==> config.mk <==
export PLATFORM = sky130hd
export DESIGN_NAME = mem_arbiter
export DESIGN_NICKNAME = d
export VERILOG_FILES = /design/src/rtl/mem_arbiter.sv
export SDC_FILE = /design/constraint.sdc
export NUM_CORES = 1
export LEC_CHECK = 0
export CAP_MARGIN = 40
export CORE_ASPECT_RATIO = 1.75
export CORE_MARGIN = 2
export CORE_UTILIZATION = 28
export CTS_CLUSTER_DIAMETER = 200
export DETAILED_ROUTE_END_ITERATION = 16
export PLACE_DENSITY = 0.82
export REMOVE_ABC_BUFFERS = 1
export SLEW_MARGIN = 20
export SYNTH_ARGS = -nofsm -noshare
export SYNTH_HDL_FRONTEND = slang
export SYNTH_SLANG_ARGS = --single-unit
==> constraint.sdc <==
create_clock -name i_clk -period 1.6 [get_ports i_clk]
set_input_delay 0.16 -clock i_clk [delete_from_list [all_inputs] [get_ports i_clk]]
set_output_delay 0.16 -clock i_clk [all_outputs]
set_load 0.02 [all_outputs]
==> src/rtl/mem_arbiter.sv <==
// Two-port round-robin arbiter in front of a single-port synchronous memory.
// Port 0 is the CPU data path, port 1 the debug/program loader. A port may
// lock the memory for an atomic multi-cycle sequence; the lock is forcibly
// dropped after MAX_LOCK cycles so the other master cannot be starved.
module mem_arbiter #(
  parameter int AW       = 8,
  parameter int DW       = 8,
  parameter int MAX_LOCK = 16
) (
  input  logic          i_clk,
  input  logic          i_rst,
  input  logic          i_p0_req,
  input  logic          i_p0_we,
  input  logic [AW-1:0] i_p0_addr,
  input  logic [DW-1:0] i_p0_wdata,
  input  logic          i_p0_lock,
  input  logic          i_p1_req,
  input  logic          i_p1_we,
  input  logic [AW-1:0] i_p1_addr,
  input  logic [DW-1:0] i_p1_wdata,
  input  logic          i_p1_lock,
  output logic          o_p0_gnt,
  output logic          o_p1_gnt,
  output logic          o_p0_rvalid,
  output logic          o_p1_rvalid,
  output logic [DW-1:0] o_p0_rdata,
  output logic [DW-1:0] o_p1_rdata,
  output logic [AW-1:0] o_mem_addr,
  output logic [DW-1:0] o_mem_data_write,
  output logic          o_mem_we,
  input  logic [DW-1:0] i_mem_data_read,
  output logic          o_lock_timeout
);

  localparam int CW = $clog2(MAX_LOCK + 1);

  typedef enum logic [1:0] {IDLE, LOCK0, LOCK1} state_t;

  state_t        state, state_nx;
  logic          last, last_nx;
  logic [CW-1:0] cnt, cnt_nx;
  logic          tmo, tmo_nx;
  logic          rv0, rv1;
  logic          gnt0, gnt1, acc0, acc1;

  // Grant: round-robin on ties in IDLE, owner-only while locked, none in reset.
  always_comb begin
    gnt0 = 1'b0;
    gnt1 = 1'b0;
    if (!i_rst) begin
      case (state)
        IDLE: begin
          if (i_p0_req && i_p1_req) begin
            gnt0 = last;   // last served was port 1 -> port 0's turn
            gnt1 = ~last;
          end else begin
            gnt0 = i_p0_req;
            gnt1 = i_p1_req;
          end
        end
        LOCK0:   gnt0 = i_p0_req;
        LOCK1:   gnt1 = i_p1_req;
        default: ;
      endcase
    end
  end

  assign acc0     = i_p0_req & gnt0;
  assign acc1     = i_p1_req & gnt1;
  assign o_p0_gnt = gnt0;
  assign o_p1_gnt = gnt1;

  // Memory-side mux; idle lines are parked at zero.
  always_comb begin
    o_mem_addr       = '0;
    o_mem_data_write = '0;
    o_mem_we         = 1'b0;
    if (acc0) begin
      o_mem_addr       = i_p0_addr;
      o_mem_data_write = i_p0_wdata;
      o_mem_we         = i_p0_we;
    end else if (acc1) begin
      o_mem_addr       = i_p1_addr;
      o_mem_data_write = i_p1_wdata;
      o_mem_we         = i_p1_we;
    end
  end

  // Next state: lock entry/release, lock cycle counting and forced timeout.
  // A release on the final lock cycle takes priority over the timeout.
  always_comb begin
    state_nx = state;
    cnt_nx   = cnt;
    last_nx  = last;
    tmo_nx   = 1'b0;
    if (acc0) last_nx = 1'b0;
    if (acc1) last_nx = 1'b1;
    case (state)
      IDLE: begin
        if (acc0 && i_p0_lock) begin
          state_nx = LOCK0;
          cnt_nx   = '0;
        end else if (acc1 && i_p1_lock) begin
          state_nx = LOCK1;
          cnt_nx   = '0;
        end
      end
      LOCK0: begin
        if (acc0 && !i_p0_lock) begin
          state_nx = IDLE;
          cnt_nx   = '0;
        end else if (cnt == CW'(MAX_LOCK - 1)) begin
          state_nx = IDLE;
          cnt_nx   = '0;
          last_nx  = 1'b0;
          tmo_nx   = 1'b1;
        end else begin
          cnt_nx = cnt + CW'(1);
        end
      end
      LOCK1: begin
        if (acc1 && !i_p1_lock) begin
          state_nx = IDLE;
          cnt_nx   = '0;
        end else if (cnt == CW'(MAX_LOCK - 1)) begin
          state_nx = IDLE;
          cnt_nx   = '0;
          last_nx  = 1'b1;
          tmo_nx   = 1'b1;
        end else begin
          cnt_nx = cnt + CW'(1);
        end
      end
      default: state_nx = IDLE;
    endcase
  end

  // State, arbitration history and the one-deep read-valid pipeline.
  always_ff @(posedge i_clk) begin
    if (i_rst) begin
      state <= IDLE;
      last  <= 1'b1;
      cnt   <= '0;
      tmo   <= 1'b0;
      rv0   <= 1'b0;
      rv1   <= 1'b0;
    end else begin
      state <= state_nx;
      last  <= last_nx;
      cnt   <= cnt_nx;
      tmo   <= tmo_nx;
      rv0   <= acc0 & ~i_p0_we;
      rv1   <= acc1 & ~i_p1_we;
    end
  end

  // A strobe still in flight when reset arrives is suppressed immediately.
  assign o_p0_rvalid    = rv0 & ~i_rst;
  assign o_p1_rvalid    = rv1 & ~i_rst;
  assign o_lock_timeout = tmo & ~i_rst;
  assign o_p0_rdata     = i_mem_data_read;
  assign o_p1_rdata     = i_mem_data_read;

endmodule

Word-level counts from Yosys, hierarchy flattened
Cells that the tools add are included.
Widths: inputs -> output; s select.
{"block": "op_classes", "n_addsub": 1, "eq_ne": 4, "muxes": 35, "n_bitwise": 11, "reduce_logical": 10}
{"operator": "$mux 8", "count": 4}
{"operator": "$mux 5", "count": 5}
{"operator": "$mux 1", "count": 15}
{"operator": "$pmux 5 s3", "count": 1}
{"operator": "$mux 2", "count": 5}
{"operator": "$pmux 1 s2", "count": 4}
{"operator": "$and 1x1->1", "count": 7}
{"operator": "$pmux 2 s3", "count": 1}
{"operator": "$add 5x1->5 const B", "count": 1}
{"operator": "$eq 5x4->1 const B", "count": 1}
{"operator": "$logic_and 1x1->1", "count": 5}
{"operator": "$not 1->1", "count": 4}
{"operator": "$ne 3x3->1 const B", "count": 1}
{"operator": "$reduce_bool 3->1", "count": 1}
{"operator": "$eq 2x1->1 const B", "count": 1}
{"operator": "$eq 2x2->1 const B", "count": 1}
{"operator": "$logic_not 1->1", "count": 2}
{"operator": "$logic_not 2->1", "count": 1}
{"operator": "$reduce_and 2->1", "count": 1}
{"block": "word_totals", "register_bits": 11, "input_bits": 48, "out_inout_bits": 38}

Depth between registers and ports, before layout
{"block": "logic_depth", "ltp_word": 10, "mapped_depth": 7}

Least setup slack after synthesis
Ideal clock, no wire load.
{"block": "synth_path", "path_type": "register to output", "startpoint": "register state[0]", "endpoint": "output port o_mem_addr[0]", "t_arrival_ns": 1.699, "t_required_ns": 1.440, "path_slack_ns": -0.259, "path_stages_with_launch": 8, "path_buffers": 1, "path_cell_list": "dfxtp_1 > inv_1 > ha_1 > a21oi_1 > nor3_1 > nor2_1 > buf_2 > a22o_1"}
{"block": "synth_via", "elab_chain_cells": 6, "word_cells_on_any_way": 11, "classes_between": "eq/ne: 2; mux: 6; bitwise: 2; reduce/logical: 1"}
{"item": "start: declaration", "line_no": "39", "source": "state_t state, state_nx;"}
{"item": "start signal: assignment", "line_no": "148", "source": "state <= state_nx;"}
{"item": "$eq 2x2->1 or $logic_not 2->1 (tied branches)", "line_no": "51", "source": "case (state)"}
{"item": "$pmux 1 s2", "line_no": "51"}
{"item": "$mux 1", "line_no": "50", "source": "if (!i_rst) begin"}
{"item": "$and 1x1->1", "line_no": "69", "source": "assign acc1 = i_p1_req & gnt1;"}
{"item": "$mux 8", "line_no": "82", "source": "end else if (acc1) begin"}
{"item": "$mux 8 *", "line_no": "78", "source": "if (acc0) begin"}
{"item": "end: declaration", "line_no": "28", "source": "output logic [AW-1:0] o_mem_addr,"}
Every way passes the cells marked *; elsewhere a longest branch is shown, timed or not.

Worst setup path after layout
{"block": "layout_path", "startpoint": "register state[0]", "endpoint": "register cnt[3]"}
{"block": "layout_via", "elab_chain_cells": 7, "word_cells_on_any_way": 20, "classes_between": "eq/ne: 3; mux: 8; bitwise: 2; reduce/logical: 7"}
{"item": "$eq 2x2->1 (tied with other cells)", "line_no": "51, 98"}
{"item": "$pmux 1 s2", "line_no": "51"}
{"item": "$mux 1", "line_no": "50"}
{"item": "$and 1x1->1 (on tied branches)", "line_no": "69, 68"}
{"item": "$logic_and 1x1->1 (on tied branches)"}
{"item": "$mux 5 (tied with other cells)", "line_no": "122", "source": "if (acc1 && !i_p1_lock) begin"}
{"item": "$pmux 5 s3 or $reduce_and 2->1 (tied branches)"}
{"item": "end signal: assignment", "line_no": "150", "source": "cnt <= cnt_nx;"}
{"item": "end: declaration", "line_no": "41", "source": "logic [CW-1:0] cnt, cnt_nx;"}
Several ways; a longest one is shown, not always the timed one.
A chain may end at the register's enable or synchronous reset.

==> impl_metrics.env <==
export IMPL_outcome="finished with violations"
export IMPL_violations="negative setup slack"
export IMPL_avgSynthCellArea_um2=8.32
export IMPL_grt_pass1_wl_um=5660
export IMPL_finalHoldViolations=0
export IMPL_pre_cts_slack_ps=-694
export IMPL_powerDensity_nw_per_um2=581
export IMPL_p_leak_nw=0.820
export IMPL_drv_cap=0
export IMPL_required_ps=1760
export IMPL_routed_wl_um=3910
export IMPL_arrival_ps=2040
export IMPL_layout_setup_ws_ps=-271
export IMPL_fin_crit_sh_pct=117
export IMPL_yosys_register_bits=11
export IMPL_dp_cells=229
export IMPL_drive_gt1_share_pct=43.0
export IMPL_gp_congestion=0.845
export IMPL_ctsHoldBuffers=0
export IMPL_grt_ovfl_total=0
export IMPL_grt_max_degree=21
export IMPL_vias=1258
export IMPL_dr_first_iter_drc_count=40
export IMPL_syn_area_um2=982
export IMPL_crit_type="register to register"
export IMPL_core_um2=3360
export IMPL_hold_start="i_mem_data_read[0]"
export IMPL_timing_fmax_mhz=534
export IMPL_instances_no_fill=238
export IMPL_antenna_found_initial=0
export IMPL_reg2reg_to="cnt[3]"
export IMPL_finalCriticalPeriod_ps=1870
export IMPL_ff2ff_path_depth=8
export IMPL_drc=0
export IMPL_cts_sinks=11
export IMPL_start_kind="register"
export IMPL_dieArea_um2=4020
export IMPL_diodes=0
export IMPL_die_y_um=82.4
export IMPL_avgViaCountPerCell=5.29
export IMPL_maxSlewViolCount=0
export IMPL_grt_util_all_layers_pct=18.5
export IMPL_fin_nets=247
export IMPL_setup_violations=26
export IMPL_post_route_util_pct=59.3
export IMPL_die_w_um=48.8
export IMPL_peakVddDrop_uv=354
export IMPL_path_max_fanout=4
export IMPL_yosysWarnings=0
export IMPL_dpl_hpwl_um=2660
export IMPL_cts_made_buffers=3
export IMPL_path_clk_slew_ps=60
export IMPL_start_util_pct=29.2
export IMPL_port_buffers=61
export IMPL_num_fill_cells=282
export IMPL_synth_top_area_share_pct=22.4
export IMPL_clk_latency_ps=250
export IMPL_rsz0062_at_grt="yes"
export IMPL_reg2reg_slack_ps=-270
export IMPL_wire_per_inst_um=16.4
export IMPL_synthTopCellsByArea="dfxtp_1, a22o_1, buf_4"
export IMPL_yosys_area_top_type="dfxtp_1"
export IMPL_cts_root_buf="clkbuf_8"
export IMPL_stdcell_area_um2=1990
export IMPL_synth_cells=118
export IMPL_dr_pass1_iters=4
export IMPL_finClkSkew_ps=10.8
export IMPL_worst_setup_path_end_kind="register"
export IMPL_htree_levels=1
export IMPL_hold_depth=0
export IMPL_ys_seq_area_share_pct=22.4
export IMPL_synth_cell_types=32
export IMPL_max_slew_worst_pin_slew_ps=323
export IMPL_holdPathEnd="o_p0_rdata[0]"
export IMPL_placed_area_um2=1700
export IMPL_area_growth_pct=103
export IMPL_antenna_left=0
export IMPL_regToRegStartpoint="state[0]"
export IMPL_hp_class="input port to primary output"
export IMPL_cts_buffer_depth=2
export IMPL_cts_tree="yes"
export IMPL_max_slew_margin_rel_pct=78.5
export IMPL_grt_pass1_vias=1288
export IMPL_num_rows=28
export IMPL_io_pins=86
-- worst max path at each step --
stage	slack [ps]	cells after the start	from	end
5_1_grt	-340	8	state[0]	cnt[3]
3_5_place_dp	-690	8	i_p0_req	o_mem_addr[6]
2_1_floorplan	-1740	6	state[0]	o_mem_addr[0]
4_1_cts	-250	8	state[0]	o_mem_addr[6]
3_3_place_gp	-690	8	i_p1_req	o_mem_addr[6]
6_report	-270	8	state[0]	cnt[3]
-- area by class of cell --
cell class                 count  area [µm²]  area share [%]
tap                           45        56.3            2.82
multi-input combinational     79         733            36.8
clock buffer                   4        45.0            2.26
sequential                    11         224            11.2
timing repair buffer          92         907            45.5
inverter                       7        28.8            1.44
-- cells in the final DEF (no fill, tap or decap), drive strengths merged, types with 3 or more instances in the layout --
cell type	netlist	routed
a21oi	6	6
a22o	18	18
and2	3	3
buf	19	50
clkbuf	2	4
clkdlybuf4s50	0	38
dfxtp	11	11
ha	5	5
inv	7	7
nand2	5	5
nand3	6	6
nor2	6	6
nor2b	4	4
o21ai	4	4
-- where the power goes --
part | total [mW] | switching (mW) | internal, mW
Combinational | 0.577 | 0.246 | 0.331
Sequential | 0.289 | 0.00597 | 0.283
Clock | 0.292 | 0.117 | 0.175
-- metal layers --
metal	track usage, %	wire [µm]	up-vias
met3	7.73	368	13
met4	9.71	125	0
li1	-	-	576
met1	15.2	1230	566
met5	0	0	-
met2	37.0	2180	103
-- repair_timing --
item,4_1_cts,5_1_grt
endpoints found under the setup margin,30,28
setup buffers,0,4
cloned,2,0
hold endpoints to repair,0,0
resized for setup,143,22
pin swaps,3,10
-- flip-flops by register name (all words and copies together) (netlist names) --
name / cells
cnt: 5
tmo: 1
rv0: 1
state: 2
last: 1
rv1: 1
-- through the flow --
step                hold WS (ps)  power, mW  TNS [ps]
floorplan                    229      0.480    -32340
global placement             320      0.762    -17140
detailed placement           320      0.768    -17400
CTS                          320       1.12     -4500
global route                 320       1.22     -6550
finish                       320       1.16     -5200
-- Yosys cell counts --
master / number
o31ai_1: 1
o21ai_0: 3
o211ai_4: 1
o2111ai_2: 1
inv_1: 7
nor2b_4: 1
nand2_1: 5
o21ai_1: 1
or4_1: 2
nor4_1: 2
dfxtp_1: 11
nor2b_1: 3
buf_6: 1
buf_2: 2
a21oi_1: 6
clkbuf_1: 2
ha_1: 5
a31oi_1: 2
nor3b_1: 1
and2_1: 3
nor2_1: 6
o32ai_1: 1
a22o_1: 18
o211a_1: 1
nand2b_1: 2
a31o_4: 1
or3b_2: 2
a32oi_1: 2
nor3_1: 2
buf_4: 16
nand3_1: 6
nand4b_1: 1
-- cell families (layout without fill, tap and decap cells) --
group | after synthesis | in the layout | share of synthesized area (%)
compound gates | 38 | 38 | 32.4
fa+ha+maj | 5 | 5 | 6.37
buf+inv | 28 | 103 | 17.8
flops | 11 | 11 | 22.4
simple gates | 36 | 36 | 21.0
-- worst max-delay path, stage by stage (launching register included) --
cell and delay [ps]:
dfxtp_4 360, inv_4 70, buf_6 100, ha_4 150, buf_6 110, o211ai_4 80
a31o_4 250, or4_4 500, a31oi_1 170
(Power assumes the default switching activity.)
==> RTL change: new RTL, config.mk and constraints unchanged <==
`AW`: 8 -> 9.
--- a/src/rtl/mem_arbiter.sv
+++ b/src/rtl/mem_arbiter.sv
@@ -4,5 +4,5 @@
 // dropped after MAX_LOCK cycles so the other master cannot be starved.
 module mem_arbiter #(
-  parameter int AW       = 8,
+  parameter int AW       = 9,
   parameter int DW       = 8,
   parameter int MAX_LOCK = 16
Interface: changed (resized i_p0_addr, i_p1_addr and o_mem_addr); port bits go from 86 to 89. No check against the original RTL was run, so the function may have changed too.
==> RTL change against the original RTL <==
- maximum frequency decreased by 2.4%
- highest routed layer unchanged
- worst setup slack got worse by 47 ps
- die area increased by 28%
- critical path depth increased by 1
- via count increased by 18%
- wire length increased by 27%
- synthesized area increased by 30%
- power increased by 22%
- largest cell class unchanged
- the flow still finishes with violations (setup timing)
- critical endpoint is now o_mem_addr[8]
- sequential cell count unchanged
- cell area increased by 20%
- sequential share of layout area decreased by 1.9 points
- clock power increased by 1%
==> RTL change: results (changes against the original RTL) <==
Timing
  – Final worst clock skew: 6.79 ps (-4.04 ps)
  – # setup viols final: 27 (+3.8%)
  – Worst setup margin: -318 ps (-46.8 ps)
  – Total negative setup slack: -6300 ps (-1090 ps)
  – Worst-margin pin slew: 372 ps (+49.0 ps)

Global route
  – Met2 Track Usage GR: 32.9% (-4.0 points)
  – Vias in the first global route: 1,432 (+11%)
  – Met3 Use GR: 6.55% (-1.2 points)
  – First-pass GRT wire length: 6780 um (+20%)
  – Pin count of the biggest net entering global routing: 20 (-4.8%)
  – Global Route Usage Sum: 18.0% (-0.55 points)
  – Met1 usage: 17.0% (+1.8 points)

Final layout
  – Area of the multi-input gates: 966 sq um (+32%)
  – ClkCell Share: 1.89% (-0.37 points)
  – Layout fillers: 377 (+34%)
  – Finished Layout Cells: 294 (+24%)
  – Non-clock buffers: 96 (+4.3%)
  – Register area: 223 sq um (-0.56%)
  – Post-layout nets: 299 (+21%)
  – Buffering overhead: 40.6% (-4.8 points)
  – Share of layout cells above drive strength 1: 41.2% (-1.9 points)
  – Multi-In Gates: 103 (+30%)

Logic synthesis
  – List of most frequent post-synthesis cells: inv_1 (27), mux2i_1 (20), nand2_1 (19)
  – Synth cell types: 41 (+28%)
  – Post-synthesis mux area share: 15.7% (+16 points)
  – Synth Area in Compound Gates: 20.6% (-12 points)
  – Adder-cell area share of the yosys netlist: 4.91% (-1.5 points)

Clock network
  – Post-cts sizing count: 129 (-9.8%)
  – Post CTS Setup Buffer Count: 2 (+2)

Power and ir drop
  – P_seq: 0.297 mW (+3%)
  – Leakage dissipation: 1.16 nW (+41%)
  – Clock network fraction of total power: 20.9% (-4.4 points)
  – VDD IR-drop max: 0.383 mV (+8.2%)
  – Switching power: 0.499 mW (+35%)

Drt
  – Final wirelength: 4960 um (+27%)
  – Iter 0 DRT Violations: 29 (-28%)
  – Metal2 WL: 2770 um (+27%)

Worst setup path
  – Critical Path Fanout Max: 5 (+1)
  – Slowest cell delay on critical path: 330 ps (-170 ps)
  – Slowest stage cell, crit path: dfxtp_2
  – Worst EP arrival: 1760 ps (-280 ps)

Run status
  – Failing checks: setup timing
  – Status: finished, violations left

Place
  – Detail Placement HPWL: 3320 um (+25%)
  – PortBufs: 64 (+4.9%)
  – Dpl cells: 280 (+22%)
RTL change: changes by cell type after synthesis, moves of 5 or more:
cell and change:
a22o_1 -18, inv_1 +20, mux2i_1 +20, nand2_1 +14, o211ai_1 +5
RTL change: final timing paths:
path | from | to | slack (ps)
worst max-delay path | state[1] | o_mem_addr[8] | -320
worst max register to register | state[1] | cnt[3] | -270
worst min register to register | cnt[4] | cnt[4] | 470
worst min-delay path | i_mem_data_read[0] | o_p0_rdata[0] | 320
RTL change: through the flow:
| stage | area (sq um) | hold WS (ps) | setup slack, ps | total power [mW] |
|---|---|---|---|---|
| finish | 2390 | 320 | -318 | 1.41 |
| global route | 2390 | 320 | -369 | 1.47 |
| CTS | 2170 | 320 | -273 | 1.31 |
| detailed placement | 2020 | 320 | -732 | 0.941 |
| global placement | 2020 | 320 | -684 | 0.933 |
| floorplan | 1130 | 229 | -458 | 0.597 |
